## src/rtl/axi_rw_arbiter.sv

```systemverilog
// ----------------------------------------------------------------------------
// axi_rw_arbiter
//
// Shares one AXI master port between the IFU (read-only) and the LSU
// (read and write). Only one transaction is in flight at a time. Its owner
// is fixed from the grant until that transaction's response handshake.
//
// Ports
//   clk_i, rst_i                 clock, asynchronous active-low reset
//   f_ar_* / f_r_*               IFU read address / read data channels
//   m_ar_* / m_r_*               LSU read address / read data channels
//   m_aw_* / m_w_* / m_b_*       LSU write address / data / response channels
//   mst_ar_* ... mst_b_*         shared master port toward the system bus
//
// Handshakes are forwarded combinationally from the registered state.
// Payload fields (addr, data, strb, resp) pass through without gating.
// Only valid and ready signals are qualified by the current owner.
// ----------------------------------------------------------------------------
module axi_rw_arbiter #(
    parameter int ADDR_W = 32,
    parameter int DATA_W = 32
) (
    input  logic                clk_i,
    input  logic                rst_i,

    // IFU read channels
    input  logic                f_ar_valid_i,
    input  logic [ADDR_W-1:0]   f_ar_addr_i,
    output logic                f_ar_ready_o,
    output logic                f_r_valid_o,
    output logic [DATA_W-1:0]   f_r_data_o,
    output logic [1:0]          f_r_resp_o,
    input  logic                f_r_ready_i,

    // LSU read channels
    input  logic                m_ar_valid_i,
    input  logic [ADDR_W-1:0]   m_ar_addr_i,
    output logic                m_ar_ready_o,
    output logic                m_r_valid_o,
    output logic [DATA_W-1:0]   m_r_data_o,
    output logic [1:0]          m_r_resp_o,
    input  logic                m_r_ready_i,

    // LSU write channels
    input  logic                m_aw_valid_i,
    input  logic [ADDR_W-1:0]   m_aw_addr_i,
    output logic                m_aw_ready_o,
    input  logic                m_w_valid_i,
    input  logic [DATA_W-1:0]   m_w_data_i,
    input  logic [DATA_W/8-1:0] m_w_strb_i,
    output logic                m_w_ready_o,
    output logic                m_b_valid_o,
    output logic [1:0]          m_b_resp_o,
    input  logic                m_b_ready_i,

    // Shared master port
    output logic                mst_ar_valid_o,
    output logic [ADDR_W-1:0]   mst_ar_addr_o,
    input  logic                mst_ar_ready_i,
    input  logic                mst_r_valid_i,
    input  logic [DATA_W-1:0]   mst_r_data_i,
    input  logic [1:0]          mst_r_resp_i,
    output logic                mst_r_ready_o,
    output logic                mst_aw_valid_o,
    output logic [ADDR_W-1:0]   mst_aw_addr_o,
    input  logic                mst_aw_ready_i,
    output logic                mst_w_valid_o,
    output logic [DATA_W-1:0]   mst_w_data_o,
    output logic [DATA_W/8-1:0] mst_w_strb_o,
    input  logic                mst_w_ready_i,
    input  logic                mst_b_valid_i,
    input  logic [1:0]          mst_b_resp_i,
    output logic                mst_b_ready_o
);

    typedef enum logic [6:0] {
        IDLE = 7'b0000001,
        F_AR = 7'b0000010,
        F_R  = 7'b0000100,
        M_AR = 7'b0001000,
        M_R  = 7'b0010000,
        M_WR = 7'b0100000,
        M_B  = 7'b1000000
    } state_e;

    state_e state_q, state_d;
    logic   prior_q, prior_d;      // contention tie-break: 0 = IFU, 1 = LSU
    logic   aw_done_q, aw_done_d;
    logic   w_done_q, w_done_d;

    logic   f_req, m_req, grant_lsu;

    // Payload pass-through. Only the AR address needs a mux, because both
    // requesters can own the read-address channel.
    assign mst_ar_addr_o = (state_q == M_AR) ? m_ar_addr_i : f_ar_addr_i;
    assign mst_aw_addr_o = m_aw_addr_i;
    assign mst_w_data_o  = m_w_data_i;
    assign mst_w_strb_o  = m_w_strb_i;
    assign f_r_data_o    = mst_r_data_i;
    assign f_r_resp_o    = mst_r_resp_i;
    assign m_r_data_o    = mst_r_data_i;
    assign m_r_resp_o    = mst_r_resp_i;
    assign m_b_resp_o    = mst_b_resp_i;

    // Handshake routing. Each output is 0 unless the current state
    // makes its channel active for the owner.
    always_comb begin
        f_ar_ready_o   = 1'b0;
        f_r_valid_o    = 1'b0;
        m_ar_ready_o   = 1'b0;
        m_r_valid_o    = 1'b0;
        m_aw_ready_o   = 1'b0;
        m_w_ready_o    = 1'b0;
        m_b_valid_o    = 1'b0;
        mst_ar_valid_o = 1'b0;
        mst_r_ready_o  = 1'b0;
        mst_aw_valid_o = 1'b0;
        mst_w_valid_o  = 1'b0;
        mst_b_ready_o  = 1'b0;
        case (state_q)
            F_AR: begin
                mst_ar_valid_o = f_ar_valid_i;
                f_ar_ready_o   = mst_ar_ready_i;
            end
            F_R: begin
                f_r_valid_o    = mst_r_valid_i;
                mst_r_ready_o  = f_r_ready_i;
            end
            M_AR: begin
                mst_ar_valid_o = m_ar_valid_i;
                m_ar_ready_o   = mst_ar_ready_i;
            end
            M_R: begin
                m_r_valid_o    = mst_r_valid_i;
                mst_r_ready_o  = m_r_ready_i;
            end
            M_WR: begin
                // Once a channel has handshaken, hide it from both sides so
                // the beat cannot be issued twice.
                mst_aw_valid_o = m_aw_valid_i & ~aw_done_q;
                m_aw_ready_o   = mst_aw_ready_i & ~aw_done_q;
                mst_w_valid_o  = m_w_valid_i & ~w_done_q;
                m_w_ready_o    = mst_w_ready_i & ~w_done_q;
            end
            M_B: begin
                m_b_valid_o    = mst_b_valid_i;
                mst_b_ready_o  = m_b_ready_i;
            end
            default: ;
        endcase
    end

    // Next-state, arbitration and write-completion tracking
    always_comb begin
        state_d   = state_q;
        prior_d   = prior_q;
        aw_done_d = aw_done_q;
        w_done_d  = w_done_q;
        f_req     = f_ar_valid_i;
        m_req     = m_aw_valid_i | m_ar_valid_i;
        grant_lsu = 1'b0;
        case (state_q)
            IDLE: begin
                if (f_req && m_req) begin
                    grant_lsu = prior_q;
                    prior_d   = ~prior_q;
                end else begin
                    grant_lsu = m_req;
                end
                if (f_req || m_req) begin
                    // A write takes precedence inside the LSU; its AR waits.
                    if (grant_lsu) begin
                        state_d = m_aw_valid_i ? M_WR : M_AR;
                    end else begin
                        state_d = F_AR;
                    end
                end
            end
            F_AR: if (mst_ar_valid_o && mst_ar_ready_i) state_d = F_R;
            F_R:  if (mst_r_valid_i && mst_r_ready_o)   state_d = IDLE;
            M_AR: if (mst_ar_valid_o && mst_ar_ready_i) state_d = M_R;
            M_R:  if (mst_r_valid_i && mst_r_ready_o)   state_d = IDLE;
            M_WR: begin
                aw_done_d = aw_done_q | (mst_aw_valid_o & mst_aw_ready_i);
                w_done_d  = w_done_q  | (mst_w_valid_o  & mst_w_ready_i);
                if (aw_done_d && w_done_d) begin
                    state_d   = M_B;
                    aw_done_d = 1'b0;
                    w_done_d  = 1'b0;
                end
            end
            M_B:  if (mst_b_valid_i && mst_b_ready_o)   state_d = IDLE;
            default: state_d = IDLE;
        endcase
    end

    always_ff @(posedge clk_i or negedge rst_i) begin
        if (!rst_i) begin
            state_q   <= IDLE;
            prior_q   <= 1'b0;
            aw_done_q <= 1'b0;
            w_done_q  <= 1'b0;
        end else begin
            state_q   <= state_d;
            prior_q   <= prior_d;
            aw_done_q <= aw_done_d;
            w_done_q  <= w_done_d;
        end
    end

endmodule

```

## config.mk

```make
export PLATFORM = sky130hd
export DESIGN_NAME = axi_rw_arbiter
export DESIGN_NICKNAME = d
export VERILOG_FILES = /design/src/rtl/axi_rw_arbiter.sv
export SDC_FILE = /design/constraint.sdc
export NUM_CORES = 1
export LEC_CHECK = 0
export ABC_CLOCK_PERIOD_IN_PS = 4700
export BUFFER_PORTS_ARGS = -buffer_cell sky130_fd_sc_hd__buf_2
export CAP_MARGIN = 40
export CORE_AREA = 2 2 141 143
export DETAILED_ROUTE_END_ITERATION = 10
export DIE_AREA = 0 0 143 145
export PLACE_DENSITY = 0.39
export SYNTH_ARGS = -nofsm -noshare
export SYNTH_HDL_FRONTEND = slang
export SYNTH_SLANG_ARGS = --single-unit
```

## constraint.sdc

```tcl
create_clock -name clk_i -period 4.7 [get_ports clk_i]
set_input_delay 0.47 -clock clk_i [delete_from_list [all_inputs] [get_ports clk_i]]
set_output_delay 0.47 -clock clk_i [all_outputs]
set_load 0.1 [all_outputs]
```

* Word-level counts from Yosys, hierarchy flattened *
Cells that the tools add are included.

cells by class
  eq/ne operators = 13
  bitwise operators = 12
  reductions and logical operators = 9
  multiplexer cells = 26

operators by type and width
  cell                count
  $mux 7              6
  $pmux 7 s6          1
  $mux 32             1
  $mux 1              14
  $mux 6              2
  $ne 2x2->1 const B  4
  $eq 7x1->1 const B  1
  $eq 7x2->1 const B  1
  $eq 7x3->1 const B  1
  $eq 7x4->1 const B  1
  $eq 7x5->1 const B  1
  $eq 7x6->1 const B  1
  $eq 7x7->1 const B  1
  $and 1x1->1         6
  $reduce_and 6->1    1
  $logic_and 1x1->1   5
  $ne 2x1->1 const B  2
  $pmux 1 s2          2
  $not 1->1           3
  $or 1x1->1          3
  $reduce_and 2->1    1
  $reduce_or 2->1     1
  $logic_or 1x1->1    1

word-level totals
  flip-flop bits (word level) = 10
  output and inout bits = 182

* Depth between registers and ports, before layout *
  word-level depth = 8
  depth in mapped cells = 6
  depth with buffers taken out = 5

* Least setup slack after synthesis *
Ideal clock, no wire load.

  kind = register to output
  start point = reg state_q[2]
  end point = out mst_aw_valid_o
  arrival time = 3.640 ns
  stages on the path, launching flop included = 5
  buffers on the path = 1
  slack = 0.590 ns
  required time = 4.230 ns
  cell sequence = dfrtp_1 > or4_4 > or4b_4 > buf_6 > nor3_1

on the way
  cells in the longest elaborated chain, start to end = 2

ends and longest elaborated chain
  item                    RTL line  text
  from (decl)             86        state_e state_q, state_d;
  from (signal assigned)  204       state_q <= state_d;
  $eq 7x6->1              120       case (state_q)
  $mux 1                  120
  to (decl)               64        output logic mst_aw_valid_o,

Every way passes these cells.

* Worst setup path in the final report *
  start point = reg state_q[6]
  end point = out mst_ar_addr_o[30]

on the way
  cells in the longest elaborated chain, start to end = 2

ends and longest elaborated chain
  item        RTL line  text
  $eq 7x4->1  95        assign mst_ar_addr_o = (state_q == M_AR) ? m_ar_addr_i : f_ar_addr_i;
  $mux 32     95
  to (decl)   58        output logic [ADDR_W-1:0] mst_ar_addr_o,

Every way passes these cells.

==> flow_summary.ini <==
[detailed_routing]
drc = 0
routed_via_density = 3.17
wire_per_inst_um = 15.1
wl_um = 7640
drt_iter0_markers = 69
num_vias = 1607
ant_nets = 0
dr.pass1.iters = 4

[clocking]
htreeDepth = 1
cts_tree = done
post_cts_buffers = 0
clock-sinks = 10
clkTransAtPathRegs_ns = 0.04
clk_latency_ns = 0.24
cts_hold_buf = 0
root_buffer = clkbuf_16
cts_buffer_depth = 2
cts_inserted_buffers = 3
cts-resized-gates = 0

[floorplan]
die_w_um = 143
io_pins = 364
start_util_pct = 11.2
die_y_um = 145
num_rows = 51
die_area_um2 = 20700
core-area_um2 = 19200

[sta]
maxSlewHeadroom_pct = 53.4
layout_min_cycle_time_ns = 3.24
hold_ws_ns = 0.0915
max_freq_mhz = 309
slew_violations = 0
rsz0062_at_grt = no
setup_violations = 0
fin_tns_setup_ns = 0
period_share_pct = 68.9
finalHoldViolations = 0
max_slew.worst_pin.slew_ns = 0.690
skew_ns = 0.00193

[finish]
fin_nets = 425
final_common_cell = buf_2
final_cell_mix = buf_2, mux2_2, nand2_1, nor2_1, dfrtp_1
drive_above_1_share_pct = 68.6
diodes = 0
area_delta_synth_final_pct = -1.33

[global_routing]
grt-ovfl-total = 0
grt_pass1_wl_um = 10600
grt_usage_pct = 6.93
antenna_found_initial = 0
grt_pass1_vias = 1626
grt_max_degree = 21

[logic_synthesis]
postSynth.asyncResetShare_pct = 100
synth_edf_count = 0
syn_area_per_cell_um2 = 8.37
ys.flop_type = dfrtp_1
synth_top_cell_area_share_pct = 48.0
synth_largest_area_cell = buf_4
synth.distinct_cells = 38
synth_area_um2 = 2160
yosys_register_bits = 10
syn_nets = 440
yosysWarnings = 0
synthCells = 258
ys_seq_area_share_pct = 11.6
synthTopCellsByArea = buf_4, mux2_2, dfrtp_1

[place]
place_hpwl_um = 6910
io_buffers = 121
place.gp.congestion = 0.791

[pwr]
p_per_area_nw_per_um2 = 512
max-vdd-ir-drop_mv = 0.177
p_leak_uw = 0.000987

[setup_path]
crit_fanout = 20
worstSetupPathType = reg -> out
crit_required_ns = 4.23
startpoint_type = flop
critPathCaptureType = primary output
critPathArrivalTime_ns = 2.77

[job]
max_cap_violations = 0

[min_path]
worstHoldPathType = in -> async

[outcome]
status = finished, final reports clean
-- area by class of cell --
class | instances | area, um^2
multi-input combinational | 104 | 838
tap | 265 | 332
clock buffer | 4 | 88.8
timing repair buffer | 122 | 613
sequential | 10 | 251
inverter | 2 | 7.51
fill | 2253 | 17100
-- state kept, by name (all words and copies together), names as in the netlist --
signal     cells
aw_done_q      1
state_q        7
w_done_q       1
prior_q        1
-- critical path: stages (launching register included) --
cell and delay, ns:
dfrtp_1 0.43, or3_1 0.43, nor3_2 0.17, nand2_1 0.42, buf_4 0.40, mux2_1 0.24
buf_2 0.42
-- worst paths after layout --
check	start	endpoint	slack [ns]	cells after the start
hold reg to reg	prior_q$_DFFE_PN0P_	prior_q$_DFFE_PN0P_	0.48	1
hold / removal	rst_i	w_done_q$_DFFE_PN0P_	0.09	1
setup reg to reg	state_q[6]$_DFFE_PN0P_	state_q[3]$_DFFE_PN0P_	2.50	6
setup / recovery	state_q[6]$_DFFE_PN0P_	mst_ar_addr_o[30]	1.46	6
max in group asynchronous	rst_i	state_q[0]$_DFFE_PN1P_	4.35	1
min in group clk_i	prior_q$_DFFE_PN0P_	prior_q$_DFFE_PN0P_	0.48	1
-- stage by stage --
step | instances | worst slack [ns] | util, % | instance area, um^2 | power, uW
floorplan | 258 | 0.590 | - | 2160 | 1330
global placement | 503 | 1.74 | 10.6 | 2040 | 921
detailed placement | 503 | 1.65 | 10.6 | 2040 | 927
CTS | 507 | 1.39 | 11.1 | 2130 | 1100
global route | 507 | 1.25 | 11.1 | 2130 | 1150
finish | 507 | 1.46 | 11.1 | 2130 | 1090
-- per-layer routing --
layer	share of wire [%]	up-vias	GRT usage, %
met1	32	712	6.82
met5	0	-	0
met2	50	183	12.1
met4	1.8	0	2.03
li1	-	697	-
met3	16	15	4.19
-- synth_stat cells (3+ instances only) --
cell     count
a22oi_1      3
nand2_1      9
buf_4      138
dfrtp_1      9
or3_1        3
o21ai_0      3
a21oi_1      5
buf_2        3
nor2b_1      6
mux2_2      30
nor3_1       3
nor3b_2      4
nor2_1       9
-- cell families after synthesis --
| kind of cell | Yosys count | synth area share (%) |
|---|---|---|
| buffers and inverters | 144 | 49.5 |
| and+or+nand+nor | 49 | 14.6 |
| muxes | 32 | 16.7 |
| AOI/OAI and AO/OA | 22 | 7.13 |
| DFF | 10 | 11.6 |
| xor gates and xnor gates | 1 | 0.406 |
-- where the power goes --
group          internal (uW)  switching (uW)  total (uW)
registers                119            36.1         155
clock network            128            43.7         172
logic                    193             571         764
total                    441             651        1090
(Power assumes the default switching activity.)
